===== config.mk =====
export PLATFORM = sky130hd
export DESIGN_NAME = adlatch_readback
export DESIGN_NICKNAME = d
export VERILOG_FILES = /design/src/rtl/adlatch_rb_pkg.sv /design/src/rtl/adlatch_rb_shifter.sv /design/src/rtl/adlatch_readback.sv
export SDC_FILE = /design/constraint.sdc
export NUM_CORES = 1
export LEC_CHECK = 0
export CAP_MARGIN = 40
export CELL_PAD_IN_SITES_DETAIL_PLACEMENT = 0
export CELL_PAD_IN_SITES_GLOBAL_PLACEMENT = 1
export CORE_AREA = 10 10 53 55
export DETAILED_ROUTE_END_ITERATION = 6
export DIE_AREA = 0 0 63 65
export GPL_ROUTABILITY_DRIVEN = 0
export GPL_TIMING_DRIVEN = 0
export PLACE_DENSITY = 0.7
export SLEW_MARGIN = 10
export SYNTH_ARGS = -nofsm -noshare
export SYNTH_HDL_FRONTEND = slang
export SYNTH_HIERARCHICAL = 1
export SYNTH_SLANG_ARGS = --single-unit

===== constraint.sdc =====
create_clock -name C -period 1.57 [get_ports C]
set_input_delay 0.3925 -clock C [delete_from_list [all_inputs] [get_ports C]]
set_output_delay 0.3925 -clock C [all_outputs]
set_load 0.03 [all_outputs]

===== src/rtl/adlatch_rb_pkg.sv =====
// Shared types for the latch-bank readback block.
// Defining ADLATCH_RB_PARITY_EN adds a trailing even-parity beat to every frame.
package adlatch_rb_pkg;

    typedef enum logic [1:0] {
        IDLE = 2'd0,
        SEND = 2'd1,
        PAR  = 2'd2
    } rb_state_t;

`ifdef ADLATCH_RB_PARITY_EN
    localparam bit PARITY_EN = 1'b1;
`else
    localparam bit PARITY_EN = 1'b0;
`endif

    // The counter can hold WIDTH, so it never has to wrap.
    function automatic int cnt_width(input int width);
        return $clog2(width + 1);
    endfunction

endpackage


===== src/rtl/adlatch_rb_shifter.sv =====
// Snapshot register, beat counter and serial output mux for the readback frame.
// The parity beat exists only when ADLATCH_RB_PARITY_EN is defined.
module adlatch_rb_shifter
    import adlatch_rb_pkg::*;
#(
    parameter int WIDTH = 3
) (
    input  logic             C,
    input  logic             R,
    input  logic             load,
    input  logic             advance,
    input  rb_state_t        state,
    input  logic [WIDTH-1:0] bank,
    output logic             at_last,
    output logic             so_data,
    output logic             so_last
);

    localparam int CW = cnt_width(WIDTH);
    localparam logic [CW-1:0] LAST_IDX = CW'(WIDTH - 1);

    logic [WIDTH-1:0] snap;
    logic [WIDTH-1:0] shifted;
    logic [CW-1:0]    cnt;

    always_ff @(posedge C or posedge R) begin
        if (R) begin
            snap <= '0;
            cnt  <= '0;
        end else if (load) begin
            snap <= bank;
            cnt  <= '0;
        end else if (advance) begin
            cnt <= cnt + CW'(1);
        end
    end

    assign shifted = snap >> cnt;
    assign at_last = (cnt == LAST_IDX);

    // Outputs are forced low outside a frame so reset and idle read as 0.
    always_comb begin
        so_data = 1'b0;
        so_last = 1'b0;
        case (state)
            SEND: begin
                so_data = shifted[0];
                so_last = at_last && !PARITY_EN;
            end
            PAR: begin
                so_data = ^snap;
                so_last = 1'b1;
            end
            default: begin
                so_data = 1'b0;
                so_last = 1'b0;
            end
        endcase
    end

endmodule


===== src/rtl/adlatch_readback.sv =====
// Capture bank with per-bit reset value and serial LSB-first readback over valid/ready.
// ADLATCH_RB_PARITY_EN appends an even-parity beat after the data beats.
module adlatch_readback
    import adlatch_rb_pkg::*;
#(
    parameter int               WIDTH     = 3,
    parameter logic [WIDTH-1:0] RESET_VAL = '0
) (
    input  logic             C,
    input  logic             R,
    input  logic             E,
    input  logic [WIDTH-1:0] D,
    input  logic             start,
    output logic             busy,
    output logic             so_valid,
    input  logic             so_ready,
    output logic             so_data,
    output logic             so_last,
    output logic             done
);

    rb_state_t        state;
    logic [WIDTH-1:0] bank;
    logic             load;
    logic             advance;
    logic             at_last;

    always_ff @(posedge C or posedge R) begin
        if (R) begin
            bank <= RESET_VAL;
        end else if (E) begin
            bank <= D;
        end
    end

    assign load    = (state == IDLE) && start;
    assign advance = (state == SEND) && so_valid && so_ready;

    always_ff @(posedge C or posedge R) begin
        if (R) begin
            state    <= IDLE;
            busy     <= 1'b0;
            so_valid <= 1'b0;
            done     <= 1'b0;
        end else begin
            done <= 1'b0;
            case (state)
                IDLE: begin
                    if (start) begin
                        state    <= SEND;
                        busy     <= 1'b1;
                        so_valid <= 1'b1;
                    end
                end
                SEND: begin
                    if (so_ready && at_last) begin
                        if (PARITY_EN) begin
                            state <= PAR;
                        end else begin
                            state    <= IDLE;
                            busy     <= 1'b0;
                            so_valid <= 1'b0;
                            done     <= 1'b1;
                        end
                    end
                end
                PAR: begin
                    if (so_ready) begin
                        state    <= IDLE;
                        busy     <= 1'b0;
                        so_valid <= 1'b0;
                        done     <= 1'b1;
                    end
                end
                default: begin
                    state    <= IDLE;
                    busy     <= 1'b0;
                    so_valid <= 1'b0;
                end
            endcase
        end
    end

    adlatch_rb_shifter #(
        .WIDTH (WIDTH)
    ) u_shifter (
        .C       (C),
        .R       (R),
        .load    (load),
        .advance (advance),
        .state   (state),
        .bank    (bank),
        .at_last (at_last),
        .so_data (so_data),
        .so_last (so_last)
    );

endmodule


==> flow_summary_export.csv <==
group,metric,value,unit
run_status,outcome,"finished, violations left",
run_status,violations,"setup timing",
setup_path,cp.buffers_inverters,2,
final_layout,fin_area,806,sq um
setup_path,crit_type,"reg2out",
timing,rsz0062_at_grt,"yes",
global_route,grt.overflow.total,0,
timing,worst_slack,-0.139,ns
die,initial_core_util,27.6,%
die,fp-row-count,16,
drt,ant_nets,0,
setup_path,max_stage_delay,0.39,ns
synth,syn_inst,44,
clock_network,cts_root_buf,"clkbuf_4",
pwr,powerDensity,1860,mW/mm^2
synth,synthFlopType,"dfrtp_1",
synth,yosysWarnings,6,
final_layout,layout_common_cells,"dfrtp_1, buf_4, clkdlybuf4s50_1",
clock_network,htree_levels,1,
clock_network,clock_latency,0.26,ns
timing,finClkSkew,0.00518,ns
final_layout,syn_to_final_growth,57.1,%
drt,wl_per_cell,10.2,um
setup_path,r2r_setup_slack,0.16,ns
final_layout,final_common_cell,"dfrtp_1",
drt,via_per_inst,3.93,
placed_design,numPortBuffers,12,
setup_path,slowest_stage,"dfrtp_2",
final_layout,fillers,170,
final_layout,multi_input_area,292,sq um
clock_network,clk_path_buf_depth,2,
synth,syn_area_per_cell,11.7,sq um
setup_path,end_kind,"primary output",
placed_design,place_area,702,sq um
min_path,hp-class,"in2async",
drt,first_pass_iters,1,
die,die_w,63,um
synth,synth-seq-area-share,48.8,%
die,coreArea,0.00186,sq mm
drt,wirelength,973,um
timing,period_minus_slack,1.71,ns
global_route,grt_antenna_before_repair,0,
setup_path,crit_required,1.18,ns
setup_path,path_max_fanout,3,
synth,synth_edf_count,0,
die,ios,13,
setup_path,reg2reg_from,"so_valid",
timing,max_freq,0.585,GHz
final_layout,antenna_cells,0,
setup_path,crit_chain,"inv_2 -> ha_4 -> nand2b_4 -> o22ai_4 -> buf_6",
placed_design,place_ws,-0.463,ns
timing,finalHoldViolations,0,
die,fp.dieH,65,um
timing,setup_viol,4,
global_route,grt.total_usage,5.37,%
pwr,ir_drop,0.830,mV
setup_path,reg2regPathDepth,4,
synth,synthArstFlopShare,100,%
pwr,leakagePower,0.361,nW
final_layout,regArea,251,sq um
synth,synth_cell_types,20,
clock_network,cts_buffers,3,
die,dieArea,0.00410,sq mm
synth,synth-seq-cells,10,
timing,final-max-slew-violation-count,0,
setup_path,worstPathArrival,1.32,ns
placed_design,hpwl,756,um
clock_network,cts_tree,"yes",
setup_path,critical_path.top_delay_family,"flip-flops",
drt,num_vias,373,
clock_network,clk_pin_slew_worst_paths,0.07,ns
timing,post-route-period-util,109,%
global_route,grt_pass1_vias,410,
setup_path,r2r_end,"u_shifter/snap[1]",
clock_network,clock-sinks,10,
timing,finalSetupTns,-0.336,ns
drt,drt-initial-drc-count,0,
final_layout,drive_gt1_share,39.7,%
run,max_cap_violations,0,
global_route,grt_pass1_wl,1.77,mm
clock_network,holdBufCountCts,0,
global_route,grt_max_degree,7,
drt,drcViolationCount,0,
final_layout,nNetsFinal,80,
setup_path,start_kind,"flop",
synth,syn_area,513,sq um
## flip-flops by register name, indices dropped and copies added (netlist names)
name and flops:
u_shifter/cnt 2, so_valid 1, bank 3, u_shifter/snap 3, done 1
## kinds of logic after synthesis
kind of cell | synth area share, %
and+or+nand+nor | 10.0
AOI/OAI and AO/OA | 6.58
adders and majority gates | 7.32
other | 0.731
buffers and inverters | 5.12
DFF | 48.8
muxes | 15.1
xor gates and xnor gates | 6.34
## cells in the mapped netlist (2+ instances only)
cell,count,share of area (%)
dfrtp_1,10,49
ha_1,3,7.3
inv_1,5,3.7
mux2_1,4,8.8
mux2_2,2,4.4
nand2_1,2,1.5
nor2_1,5,3.7
## worst max-delay path by stage
stage	from	end	slack (ns)	cells after the start
2_1_floorplan	so_valid	so_data	0.02	4
3_3_place_gp	so_valid	so_data	-0.47	5
3_5_place_dp	so_valid	so_data	-0.46	5
4_1_cts	so_valid	so_data	-0.16	5
5_1_grt	so_valid	so_data	-0.20	5
6_report	so_valid	so_data	-0.14	5
## area by class of cell
| type | count | share of cell area, % |
|---|---|---|
| timing repair buffer | 19 | 21.9 |
| multi-input combinational | 29 | 36.2 |
| clock buffer | 4 | 3.26 |
| tap | 27 | 4.19 |
| buffer | 1 | 0.932 |
| inverter | 5 | 2.33 |
| sequential | 10 | 31.2 |
## what timing repair did
action                                  CTS  global route
setup buffers                             5             2
pin swaps                                 3             4
endpoints found under the setup margin    5             2
resized for setup                        27             3
## where the power goes
group / internal, mW / switching (mW)
Combinational: 0.501 / 0.379
Sequential: 0.356 / 0.0804
Clock: 0.0981 / 0.0861
## per-layer routing
metal	wire length (um)	GRT usage [%]
met5	0	0
met4	22	5.03
met3	18	1.20
met2	503	8.63
met1	428	5.77
## stage by stage
stage,utilization (%),std cells,power [mW],hold WS (ns)
finish,43.3,95,1.50,0.355
detailed placement,37.7,84,1.17,0.472
CTS,42.0,93,1.46,0.357
global route,43.3,95,1.62,0.369
global placement,37.7,84,1.16,0.468
floorplan,-,45,0.971,0.171
Note: power is estimated with default switching activity, not from simulation.
